### config.mk
export PLATFORM = sky130hd
export DESIGN_NAME = rf_wb_arbiter
export DESIGN_NICKNAME = d
export VERILOG_FILES = /design/src/rtl/rf_wb_arbiter.sv
export SDC_FILE = /design/constraint.sdc
export NUM_CORES = 1
export LEC_CHECK = 0
export BUFFER_PORTS_ARGS = -buffer_cell sky130_fd_sc_hd__buf_2
export CAP_MARGIN = 30
export CORE_MARGIN = 3
export CORE_UTILIZATION = 42
export CTS_CLUSTER_SIZE = 24
export DETAILED_ROUTE_END_ITERATION = 10
export HOLD_SLACK_MARGIN = 0.12
export PLACE_DENSITY = 0.77
export SKIP_CTS_REPAIR_TIMING = 1
export SLEW_MARGIN = 5
export SYNTH_ARGS = -nofsm -noshare
export SYNTH_HDL_FRONTEND = slang
export SYNTH_SLANG_ARGS = --single-unit
### constraint.sdc
create_clock -name clk -period 2.5 [get_ports clk]
set_input_delay 0.5 -clock clk [delete_from_list [all_inputs] [get_ports clk]]
set_output_delay 0.5 -clock clk [all_outputs]
set_load 0.005 [all_outputs]
### src/rtl/rf_wb_arbiter.sv
// Register-file writeback arbiter: shares one RF write port between the in-order
// pipeline (port 0) and a multi-cycle unit (port 1), and tracks pending writes for issue hazards.
module rf_wb_arbiter #(
    parameter int XLEN         = 64,
    parameter int STARVE_LIMIT = 4
) (
    input  logic            clk,
    input  logic            nrst,
    input  logic            p0_valid,
    input  logic [4:0]      p0_rd,
    input  logic [XLEN-1:0] p0_data,
    output logic            p0_ready,
    input  logic            p1_valid,
    input  logic [4:0]      p1_rd,
    input  logic [XLEN-1:0] p1_data,
    output logic            p1_ready,
    input  logic            issue_valid,
    input  logic            issue_we,
    input  logic [4:0]      issue_rd,
    input  logic [4:0]      issue_rs1,
    input  logic [4:0]      issue_rs2,
    input  logic            issue_use1,
    input  logic            issue_use2,
    output logic            issue_stall,
    output logic            rf_we,
    output logic [4:0]      rf_waddr,
    output logic [XLEN-1:0] rf_wdata,
    output logic [31:0]     pending
);

    localparam int CW = $clog2(STARVE_LIMIT + 1);
    localparam logic [CW-1:0] LIMIT = CW'(STARVE_LIMIT);

    logic [CW-1:0]   starve_cnt;
    logic            starved;
    logic            p1_win;
    logic            grant;
    logic [4:0]      grant_rd;
    logic [XLEN-1:0] grant_data;
    logic            haz_rs1;
    logic            haz_rs2;
    logic            haz_rd;
    logic            issue_fire;
    logic [31:0]     pending_q;
    logic [31:0]     pending_nxt;

    // Port 0 wins unless it is idle or port 1 has waited STARVE_LIMIT cycles.
    always_comb begin
        starved    = (starve_cnt == LIMIT);
        p1_win     = p1_valid && (!p0_valid || starved);
        p1_ready   = p1_win;
        p0_ready   = p0_valid && !p1_win;
        grant      = p0_ready || p1_ready;
        grant_rd   = p1_win ? p1_rd : p0_rd;
        grant_data = p1_win ? p1_data : p0_data;
    end

    always_comb begin
        haz_rs1     = issue_use1 && (issue_rs1 != 5'd0) && pending_q[issue_rs1];
        haz_rs2     = issue_use2 && (issue_rs2 != 5'd0) && pending_q[issue_rs2];
        haz_rd      = issue_we && (issue_rd != 5'd0) && pending_q[issue_rd];
        issue_stall = issue_valid && (haz_rs1 || haz_rs2 || haz_rd);
        issue_fire  = issue_valid && issue_we && !issue_stall && (issue_rd != 5'd0);
    end

    // Set is applied after clear so a same-edge issue on the retiring register keeps it pending.
    always_comb begin
        pending_nxt = pending_q;
        if (rf_we) begin
            pending_nxt[rf_waddr] = 1'b0;
        end
        if (issue_fire) begin
            pending_nxt[issue_rd] = 1'b1;
        end
        pending_nxt[0] = 1'b0;
    end

    always_ff @(posedge clk) begin
        if (!nrst) begin
            rf_we      <= 1'b0;
            rf_waddr   <= 5'd0;
            rf_wdata   <= '0;
            pending_q  <= 32'd0;
            starve_cnt <= '0;
        end else begin
            rf_we <= grant && (grant_rd != 5'd0);
            if (grant) begin
                rf_waddr <= grant_rd;
                rf_wdata <= grant_data;
            end
            pending_q <= pending_nxt;
            if (!p1_valid || p1_win) begin
                starve_cnt <= '0;
            end else if (!starved) begin
                starve_cnt <= starve_cnt + CW'(1);
            end
        end
    end

    assign pending = pending_q;

endmodule

== Word level (Yosys, flattened, before mapping) ==
Cells that the tools add are included.
Storage, ports and cells
  flip-flop bits (word level): 105
  memory bits (writable): 0
  memories kept: 0
  bits in read-only memories: 0
  input bits: 161
  output and inout bits: 105
  word-level logic and storage cells: 61
  bits in latches: 0
Cells by class
  reductions and logical operators: 29
  order comparisons: 6
  equal/unequal tests: 1
  div/mod/pow operators: 0
  shift operators: 0
  multiply operators: 0
  $add $sub $neg: 1
  bitwise logic cells: 4
  mux-type cells: 14
Operators by type and width (count)
  32-bit two-way mux: 2
  64-bit two-way mux: 1
  32-bit AND: 1
  32-bit NOT: 1
  32-bit OR: 1
  5-bit by 6-bit < comparator with 1-bit output, second input constant: 4
  5-bit nonzero test: 4
  1-bit binary-select mux with 5-bit select: 3
  1-bit logical AND: 15
  1-bit demux with 5-bit select: 2
  5-bit by 1-bit >= comparator with 1-bit output, second input constant: 2
  1-bit logical OR: 5
  1-bit two-way mux: 5
  5-bit two-way mux: 1
  1-bit zero test: 4
  3-bit by 1-bit adder with 3-bit output, second input constant: 1
  3-bit equality test, second input constant: 1
  2-bit OR reduction: 1
  1-bit NOT: 1

== Depth between registers and ports, before layout ==
  word-level depth: 10
  mapped depth: 9
  mapped depth without buffers: 7

== Worst setup path before layout ==
Ideal clock, no wire load.
  path kind: input to output
  start point: input issue_rs1[0]
  end point: output issue_stall
  required time: 2.000 ns
  data arrival time: 2.046 ns
  path slack: -0.046 ns
  buffers on the path: 1
  stages on the path: 7
  cells stage by stage: clkbuf_1 mux4_2 nand2b_1 o211ai_1 and4_1 o211ai_1 and2_1
Between the ends
  longest elaborated chain between the ends: 6
  elaborated cells between the ends (all ways): 8
  those cells by class: mux: 2; reduce/logical: 6
Ends and longest elaborated chain
  from (decl): RTL line 20  | input logic [4:0] issue_rs1,
  1-bit binary-select mux with 5-bit select or 5-bit nonzero test (tied branches): RTL line 59  | haz_rs1 = issue_use1 && (issue_rs1 != 5'd0) && pending_q[issue_rs1];
  1-bit two-way mux (not written as such) or 1-bit logical AND (tied branches): RTL line 59
  1-bit logical AND (*): RTL line 59
  1-bit logical OR (*) (2 in series): RTL line 62  | issue_stall = issue_valid && (haz_rs1 || haz_rs2 || haz_rd);
  1-bit logical AND (*): RTL line 62
  to (decl): RTL line 24  | output logic issue_stall,
Every way passes the cells marked *; elsewhere a longest branch is shown, timed or not. The select of a mux whose other input is x is not followed.

== Worst setup path after layout ==
  start point: register pending_q[9] (netlist: pending[9])
  end point: output issue_stall
Between the ends
  longest elaborated chain between the ends: 6
  elaborated cells between the ends (all ways): 12
  those cells by class: mux: 6; reduce/logical: 6
Ends and longest elaborated chain
  from (decl): RTL line 44  | logic [31:0] pending_q;
  from (signal assigned): RTL line 91  | pending_q <= pending_nxt;
  1-bit binary-select mux with 5-bit select (on tied branches): RTL line 59, 60
  1-bit two-way mux (on tied branches): RTL line 59, 60
  1-bit logical AND (on tied branches): RTL line 59, 60
  1-bit logical OR: RTL line 62
  1-bit logical OR (*): RTL line 62
  1-bit logical AND (*): RTL line 62
Marked as above.

==> flow_summary.json <==
{
  "hp-class": "primary input to flip-flop",
  "ant_nets": 0,
  "clock-root-buffer": "clkbuf_16",
  "ios": 266,
  "syn_avg_cell_area_um2": 9.52,
  "worstReg2RegStart": "pending[9]",
  "dpl.hpwl_mm": 14.1,
  "skew_ns": 0.00869,
  "holdWs_ns": 0.431,
  "placed_area_um2": 6940,
  "dp_cells": 982,
  "core_um2": 12300,
  "stdcell_count": 999,
  "drtIter0Drc": 294,
  "p_per_area_nw_per_um2": 518,
  "grt_use_total": 0.247,
  "first_pass_iters": 4,
  "mostFrequentLayoutCells": "buf_2, dfxtp_1, nand2_1, mux2i_1, o21ai_0",
  "ys_seq_area_frac": 0.386,
  "num_vias": 5396,
  "layout-drive-gt1-share": 0.424,
  "fill_cells": 1091,
  "async_flop_share": 0,
  "drt_wl_total_mm": 18.1,
  "fin_setup_tns_ns": -0.166,
  "status": "finished, violations left",
  "pre_cts_ws_ns": -0.251,
  "path_clk_slew_ns": 0.07,
  "area_delta_synth_final_pct": 35.1,
  "worstSetupPathType": "flip-flop to output port",
  "cp.required_ns": 2.00,
  "cp-start-kind": "flip-flop",
  "crit_chain": "mux4_1 > mux2_4 > a311oi_4 > o211ai_1 > and2_1 > buf_2",
  "yosysWarningCount": 0,
  "grt_overflow": 0,
  "final.period_utilization": 1.07,
  "rsz0062_at_grt": "true",
  "grt_pass1_vias": 5219,
  "irDropWorstVdd_mv": 0.267,
  "ys_seq_elements": 104,
  "worst_ep_arrival_time_ns": 2.17,
  "critPathMaxStageDelay_ns": 0.52,
  "violations": "setup timing",
  "synth_cell_type_count": 53,
  "num_rows": 40,
  "synth-edff-count": 0,
  "final_common_cell": "buf_2",
  "crit_start": "pending[9]",
  "p_leak_nw": 3.57,
  "synth_nets": 729,
  "endpoint_kind": "output port",
  "min_period_ns": 2.67,
  "finalSetupViolations": 1,
  "hold_viol": 0,
  "worstPathMaxFanout": 5,
  "drc": 0,
  "drv_slew": 0,
  "max-cap-violations": 0,
  "grt_max_degree": 70,
  "cts_buffers": 9,
  "die_area_um2": 14200,
  "syn_inst": 566,
  "clock_latency_ns": 0.34,
  "routed_via_density": 5.40,
  "cts_tree": "built",
  "regArea_um2": 2100,
  "antenna_found_initial": 2,
  "io_buffers": 264,
  "min_from": "p1_data[34]",
  "cts_buffer_depth": 2,
  "worst_slack_ns": -0.166,
  "die_y_um": 119,
  "detail_route.wl_per_cell_um": 18.1,
  "syn_area_um2": 5390,
  "start_util": 0.439,
  "grt_pass1_wl_mm": 28.0,
  "synth_top_flop_cell": "dfxtp_1",
  "h-tree-depth": 3,
  "cts.sinks": 104,
  "die_w_um": 119,
  "nets": 988,
  "max_freq_mhz": 375,
  "slowest_stage": "mux4_1",
  "multi_input_area_um2": 3080,
  "place.gp.congestion": 0.919,
  "stdcell_area_um2": 7280
}
cells by family (layout without fill, tap and decap cells):
group                    Yosys count  count (layout)  share of synthesized area
other                              1               2                   0.000696
multiplexers                     106             106                      0.235
flip-flops                       104             104                      0.386
AO/OA/AOI/OAI                    148             148                      0.178
buffers and inverters             50             314                     0.0520
adder cells (fa/ha/maj)            2               2                    0.00464
AND/OR/NAND/NOR                  155             155                      0.143
worst paths after layout:
kind	slack, ns	cells after the start	to
max	-0.17	6	issue_stall
min	0.43	3	rf_wdata[34]
max reg2reg	0.26	7	pending[20]
min reg2reg	0.45	2	rf_wdata[39]
metal layers:
layer,GRT usage,share of wire,up-vias
met5,0,0.0012,-
met4,0.0999,0.034,4
met3,0.0632,0.083,45
met2,0.429,0.50,252
met1,0.289,0.38,2483
li1,-,-,2612
sequential cells by signal (all words and copies together) (netlist names):
name	count
pending	31
starve_cnt	3
rf_we	1
rf_waddr	5
rf_wdata	64
layout make-up:
| type | instances | area share |
|---|---|---|
| Multi-Input combinational cell | 412 | 0.423 |
| Timing Repair Buffer | 294 | 0.219 |
| Inverter | 4 | 0.00206 |
| Antenna cell | 1 | 0.000344 |
| Tap cell | 168 | 0.0289 |
| Clock buffer | 10 | 0.0328 |
| Clock inverter | 6 | 0.00602 |
| Sequential cell | 104 | 0.288 |
synthesized netlist by cell type (all sizes together) (2+ instances only):
master	n	share of area
buf	13	0.023
nand2	87	0.061
nand3b	7	0.0098
mux2i	86	0.16
mux2	6	0.013
nor3	3	0.0028
nand4	3	0.0035
a21oi	2	0.0019
clkbuf	30	0.021
a211oi	2	0.0028
and2	4	0.0046
o31ai	32	0.045
o22ai	2	0.0023
a311oi	2	0.0065
nor2	8	0.0056
nor2b	4	0.0046
or3b	4	0.0065
and2b	3	0.0042
nor3b	2	0.0028
or4	2	0.0028
inv	4	0.0028
or3	3	0.0035
o21ai	72	0.067
or2b	4	0.0056
dlygate4sd3	3	0.0056
ha	2	0.0046
nand3	15	0.014
dfxtp	104	0.39
o211ai	29	0.040
mux4	14	0.062
where the power goes:
group	internal [mW]	switching, mW
sequential	1.75	0.0576
clock	0.706	0.628
combinational	0.306	0.326
total	2.76	1.01
metrics by stage:
step	power [mW]	util
3_3_place_gp	2.46	0.566
5_1_grt	3.91	0.593
4_1_cts	3.79	0.589
6_report	3.77	0.593
3_5_place_dp	2.47	0.566
2_1_floorplan	2.15	-
critical path, delay by kind of cell (launching register included):
family | cells | cell delay (ns)
and+or+nand+nor | 1 | 0.17
muxes | 2 | 0.83
DFF | 1 | 0.35
buffers and inverters | 1 | 0.12
AOI/OAI and AO/OA | 2 | 0.34
No activity file was read; power rests on OpenSTA's default activity.
